## src/rtl/fifo_stream_reader.sv

```systemverilog
// fifo_stream_reader
//   Read-side consumer for a synchronous FIFO with one-cycle read latency.
//   Issues rd_en against a 2-entry credit budget and presents returned
//   words as a valid/ready stream through a 2-entry skid buffer, so the
//   stream keeps one beat per cycle under steady flow and loses nothing
//   under backpressure.
//
// Ports
//   clk            rising-edge clock shared with the FIFO
//   rst_n          asynchronous active-low reset
//   fifo_empty     FIFO empty flag
//   fifo_data_out  FIFO read data, valid the cycle after rd_en is sampled
//   fifo_underflow FIFO underflow flag, meaningful in the data-return cycle
//   rd_en          FIFO read request (combinational)
//   m_valid        downstream data valid
//   m_data         downstream data (head of the skid buffer)
//   m_ready        downstream ready
//   beat_count     number of accepted downstream beats, wrapping
//   err_underflow  sticky underflow error, cleared only by reset
module fifo_stream_reader #(
  parameter int FIFO_WIDTH = 16,
  parameter int CNT_WIDTH  = 16
) (
  input  logic                  clk,
  input  logic                  rst_n,
  input  logic                  fifo_empty,
  input  logic [FIFO_WIDTH-1:0] fifo_data_out,
  input  logic                  fifo_underflow,
  output logic                  rd_en,
  output logic                  m_valid,
  output logic [FIFO_WIDTH-1:0] m_data,
  input  logic                  m_ready,
  output logic [CNT_WIDTH-1:0]  beat_count,
  output logic                  err_underflow
);

  logic [1:0]            occ;
  logic                  inflight;
  logic [FIFO_WIDTH-1:0] buf_head;
  logic [FIFO_WIDTH-1:0] buf_tail;

  logic                  pop;
  logic                  push;
  logic [2:0]            credit_used;

  assign pop  = m_valid && m_ready;
  assign push = inflight && !fifo_underflow;

  // Slots committed after this edge: stored words plus the word returning
  // now, minus the word leaving now. A new read is only issued while that
  // total leaves room, which keeps occ + inflight <= 2 at every edge.
  assign credit_used = {1'b0, occ} + {2'b00, inflight} - {2'b00, pop};

  // rst_n gates rd_en so the FIFO is never read while this block is held
  // in reset.
  assign rd_en = rst_n && !fifo_empty && (credit_used < 3'd2);

  assign m_valid = (occ != 2'd0);
  assign m_data  = buf_head;

  always_ff @(posedge clk or negedge rst_n) begin
    if (!rst_n) begin
      occ           <= 2'd0;
      inflight      <= 1'b0;
      buf_head      <= '0;
      buf_tail      <= '0;
      beat_count    <= '0;
      err_underflow <= 1'b0;
    end else begin
      inflight <= rd_en;

      if (pop) begin
        beat_count <= beat_count + 1'b1;
      end

      // A flagged return carries no data: drop it and latch the error.
      if (inflight && fifo_underflow) begin
        err_underflow <= 1'b1;
      end

      case ({push, pop})
        2'b10: begin
          if (occ == 2'd0) begin
            buf_head <= fifo_data_out;
          end else begin
            buf_tail <= fifo_data_out;
          end
          occ <= occ + 2'd1;
        end
        2'b01: begin
          buf_head <= buf_tail;
          occ      <= occ - 2'd1;
        end
        2'b11: begin
          // Head leaves and the new word joins at the back; occ unchanged.
          if (occ == 2'd1) begin
            buf_head <= fifo_data_out;
          end else begin
            buf_head <= buf_tail;
            buf_tail <= fifo_data_out;
          end
        end
        default: begin
        end
      endcase
    end
  end

endmodule
```

## config.mk

```make
export PLATFORM = sky130hd
export DESIGN_NAME = fifo_stream_reader
export DESIGN_NICKNAME = d
export VERILOG_FILES = /design/src/rtl/fifo_stream_reader.sv
export SDC_FILE = /design/constraint.sdc
export NUM_CORES = 1
export LEC_CHECK = 0
export BUFFER_PORTS_ARGS = -buffer_cell sky130_fd_sc_hd__buf_2
export CORE_UTILIZATION = 53
export DETAILED_ROUTE_END_ITERATION = 8
export PLACE_DENSITY_LB_ADDON = 0.15
export SLEW_MARGIN = 20
export SYNTH_ARGS = -nofsm -noshare
export SYNTH_HDL_FRONTEND = slang
export SYNTH_SLANG_ARGS = --single-unit
```

## constraint.sdc

```tcl
create_clock -name clk -period 2.8 [get_ports clk]
set_clock_uncertainty 0.15 [all_clocks]
set_input_delay 0.42 -clock clk [delete_from_list [all_inputs] [get_ports clk]]
set_output_delay 0.42 -clock clk [all_outputs]
set_load 0.1 [all_outputs]
```

# --- Word level (Yosys, flattened, before mapping) ---
# Index checks and enable logic that the tools add are counted.
# W data, S select, Z words.
totals:
  regBits: 52
  inputBits: 21
  output_inout_bits: 35
  wordCells: 40
classes:
  add_sub_neg: 5
  magnitude_cmp: 1
  n_eq_ne: 7
  muxes: 7
  reduce_logical: 14
op_table:
  columns: ["op", "count"]
  rows:
  - ["$mux W16", 4]
  - ["$pmux W16 S3", 1]
  - ["$pmux W16 S2", 1]
  - ["$add A16 B1 Y16 const B", 1]
  - ["$ne A2 B2 Y1 const B", 3]
  - ["$reduce_bool A2 Y1", 3]
  - ["$logic_and A1 B1 Y1", 5]
  - ["$eq A2 B1 Y1 const B", 2]
  - ["$eq A2 B2 Y1 const B", 2]
  - ["$pmux W2 S2", 1]
  - ["$add A2 B1 Y3", 1]
  - ["$lt A3 B2 Y1 const B", 1]
  - ["$reduce_and A3 Y1", 1]
  - ["$reduce_bool A3 Y1", 1]
  - ["$sub A3 B1 Y3", 1]
  - ["$add A2 B1 Y2 const B", 1]
  - ["$logic_not A1 Y1", 2]
  - ["$logic_not A2 Y1", 1]
  - ["$reduce_and A2 Y1", 1]
  - ["$sub A2 B1 Y2 const B", 1]

# --- Longest topological paths before layout ---
depth:
  ltp_word: 5
  mapped_depth: 11
  ltp_nobuf: 10

# --- Worst setup path after synthesis ---
# No wires, ideal clock.
synth_path:
  kind: "reg2out"
  startpoint: "register occ[1]"
  endpoint: "output port rd_en"
  arrival_time_ns: 4.311
  required_time_ns: 2.230
  slack_ns: -2.081
  path_stages_with_launch: 11
  n_path_buf: 0
  path_cell_list: "dfrtp_1 -> inv_1 -> ha_1 -> inv_2 -> nand2_4 -> inv_4 -> ha_1 -> nand2b_1 -> fa_1 -> xor2_1 -> nor3_1"
synth_via:
  elab_chain_len: 5
  elab_cells_between_ends: 6
  cone_classes: "add/sub: 2; order compare: 1; reduce/logical: 3"
synth_rtl:
  columns: ["element", "line", "text"]
  rows:
  - ["from (decl)", "37", "logic [1:0] occ;"]
  - ["from (signal assigned)", "88", "occ <= occ + 2'd1;"]
  - ["from (signal assigned)", "92", "occ <= occ - 2'd1;"]
  - ["$reduce_bool A2 Y1", "58", "assign m_valid = (occ != 2'd0);"]
  - ["via m_valid", "30", "output logic m_valid,"]
  - ["$logic_and A1 B1 Y1", "46", "assign pop = m_valid && m_ready;"]
  - ["via pop", "42", "logic pop;"]
  - ["$sub A3 B1 Y3", "52", "assign credit_used = {1'b0, occ} + {2'b00, inflight} - {2'b00, pop};"]
  - ["$lt A3 B2 Y1", "56", "assign rd_en = rst_n && !fifo_empty && (credit_used < 3'd2);"]
  - ["$logic_and A1 B1 Y1", "56", null]
  - ["to (decl)", "29", "output logic rd_en,"]
# The timed path passes the listed nets, and every way through them passes these cells.

# --- Final worst setup path ---
layout_path:
  startpoint: "register occ[1]"
  endpoint: "output port rd_en"
layout_via:
  elab_chain_len: 5
  elab_cells_between_ends: 6
  cone_classes: "add/sub: 2; order compare: 1; reduce/logical: 3"
layout_rtl:
  columns: ["element", "line"]
  rows:
  - ["$reduce_bool A2 Y1", "58"]
  - ["$logic_and A1 B1 Y1", "46"]
  - ["via pop", "42"]
  - ["$sub A3 B1 Y3", "52"]
  - ["$lt A3 B2 Y1", "56"]
  - ["$logic_and A1 B1 Y1", "56"]
# The timed path passes the listed nets, and every way through them passes these cells.

==> results.md <==
* CP max stage cell: dfrtp_2
* Hold WS at 128 ps
* Relative slew margins at 56.8%
* Cell taking the most area after synthesis: dfrtp_1
* CTS Buf Count at 5
* Worst R2R Setup Slack at 420 ps
* Largest net degree at the start of global routing at 53
* Worst setup startpoint: occ[1]$_DFFE_PN0P_
* Most numerous cell in the Yosys netlist: dfrtp_1
* Clk sinks at 52
* Pre-Repair DR Iteration Count at 4
* Dpl ws at 90.1 ps
* Synthesized Nets at 210
* Critical path required time at 2230 ps
* Fillers at 342
* Pins over their slew limit at 0
* CP Max Fanout at 5
* GRT Total Usage at 19.1%
* Post-synth ARST share at 100%
* Root buffer cell: clkbuf_8
* Area grow syn2layout at 23.6%
* Post-synthesis register bit count at 52
* Violated checks: setup timing
* Outcome: finished with violations
* Ys flop type: dfrtp_1
* Vias in the first global route at 1,610
* Post-synth top cells: 52 x dfrtp_1, 31 x mux2_2, 16 x a22o_1
* Site Rows at 24
* Worst Setup Start Kind: flip-flop
* CP max stage delay at 410 ps
* Initial DRC Count at 70
* Avg WL per Cell at 14.3 um
* N_diodes at 0
* Clk Latency, worst-skew pair at 300 ps
* Initial antenna violation count at 0
* Post-Syn Instances at 181
* Routed WL at 4250 um
* Actual slew at the worst max-slew pin at 649 ps
* Overflow after GRT at 0
* Yosys warns at 0
* Die footprint at 4760 um^2
* Mean Syn Cell Area at 13.1 um^2
* R2r startpoint: occ[1]$_DFFE_PN0P_
* HPWL Detailed at 2970 um
* RSZ-0062 raised after global routing: true
* Placed cell count at 290
* PnR worst setup slack at -218 ps
* Post-route insts no fill at 298
* Setup TNS at -218 ps
* Hold Vio Cnt, Final at 0
* Antenna Nets Post-Route at 0
* Gpl congestion at 0.761
* CTS Buffer Depth at 2
* Via density at 5.34
* Nets at 274
* Unique cell type count in the Yosys netlist at 34
* Share of cells above drive strength 1 at 47.6%
* Drt drc at 0
* EDFF count, synth at 0
* Post-synthesis cell area at 2380 um^2
* Final setup vio count at 1
* Max-Cap Viols at 0
* Core area at 4320 um^2
* Initial Util at 55.0%
* # IOs at 56
* Crit path top cell by count: ha_4
* Post-synth top area share at 54.7%
* First-pass GRT wire length at 7240 um
* Tcrit/Tclk final at 108%
* Post-CTS sizing at 0
* Crit path cell chain: inv_2 -> ha_4 -> inv_12 -> nand2_8 -> inv_8 -> ha_4 -> nand2b_4 -> fa_2 -> xor2_2 -> nor3_4 -> buf_12
* CTS clk-pin slew, worst paths at 90 ps
* CP endpoint kind: output pin
* Synth area leaders: dfrtp_1 55%, mux2_2 15%, a22o_1 5.9%, xnor2_1 4.0%, ha_1 3.7%
* Die Y at 69.0 um
* Post-synthesis sequential area ratio at 54.7%
* Critical path class: flip-flop to output pin
* CTS tree: done
* Die width at 69.0 um
* Crit path time final at 3020 ps
* Worst hold-check path type: input port to asynchronous set/reset pin
* Number of H-tree levels at 2
* Buffers on Ports at 55
* Worst R2R End: m_data[11]$_DFFE_PN0P_
* Via Count at 1,590
* WP data arrival at 2450 ps
* FMAX at 0.331 GHz
* R2R depth at 11
[cell usage in the layout (no fill, tap or decap), types with 2 or more instances in the layout]
cell / count
buf_4: 5
nand4_1: 6
ha_4: 2
inv_1: 3
dfrtp_1: 51
mux2_2: 31
ha_1: 5
buf_12: 2
nand3_1: 2
a22o_1: 16
xnor2_1: 11
buf_2: 54
nor2_1: 4
xor2_1: 6
clkbuf_8: 6
nand2_1: 14
inv_2: 2
[worst max-delay path, delay by kind of cell, from the launching register on]
family,cells,cell delay (ps)
adder cells (fa/ha/maj),3,760
AND/OR/NAND/NOR,3,450
flip-flops,1,410
buffers and inverters,4,350
XOR/XNOR,1,170
[stage by stage]
step / cell area [um^2] / utilization (%)
2_1_floorplan: 2460 / -
3_3_place_gp: 2850 / 65.9
3_5_place_dp: 2850 / 65.9
4_1_cts: 2940 / 68.0
5_1_grt: 2940 / 68.0
6_report: 2940 / 68.0
[cells by family (layout without fill, tap and decap cells)]
group | after synthesis | count (layout) | synth area share, %
adders and majority gates | 8 | 8 | 4.52
buffers and inverters | 11 | 76 | 2.42
and+or+nand+nor | 40 | 40 | 9.04
DFF | 52 | 52 | 54.7
xor gates and xnor gates | 18 | 18 | 6.62
muxes | 32 | 32 | 15.3
AOI/OAI and AO/OA | 20 | 20 | 7.41
[how the worst max path moves through the flow]
stage / depth (start not counted) / to / slack, ps
CTS: 11 / rd_en / -260
global route: 11 / rd_en / -340
global placement: 11 / rd_en / 140
detailed placement: 11 / rd_en / 90
floorplan: 10 / rd_en / -410
finish: 11 / rd_en / -220
[layer usage]
layer / global-route usage, % / wire length (um)
met5: 0 / 0
met4: 5.44 / 52
met1: 23.8 / 1950
met3: 5.41 / 193
met2: 32.5 / 2060
[final cells by class]
cell class / count / area (um^2) / share of cell area [%]
Multi-Input combinational cell: 118 / 1090 / 36.9
Sequential cell: 52 / 1300 / 44.3
Timing Repair Buffer: 61 / 348 / 11.8
Clock buffer: 7 / 86.3 / 2.93
Tap cell: 52 / 65.1 / 2.21
Clock inverter: 1 / 7.51 / 0.255
Inverter: 7 / 46.3 / 1.57
[flip-flops by register name, summed over array words and instances (netlist names)]
register / flops
beat_count: 16
m_data: 16
inflight: 1
err_underflow: 1
buf_tail: 16
occ: 2
[timing repair]
action,4_1_cts,5_1_grt
cloned,0,0
endpoints found under the setup margin,1,1
hold buffers,0,0
setup buffers,0,0
endpoints found under the hold margin,0,0
Power is not shown: default switching activity piles up to over one toggle a cycle in this logic, so the estimate is an artifact.
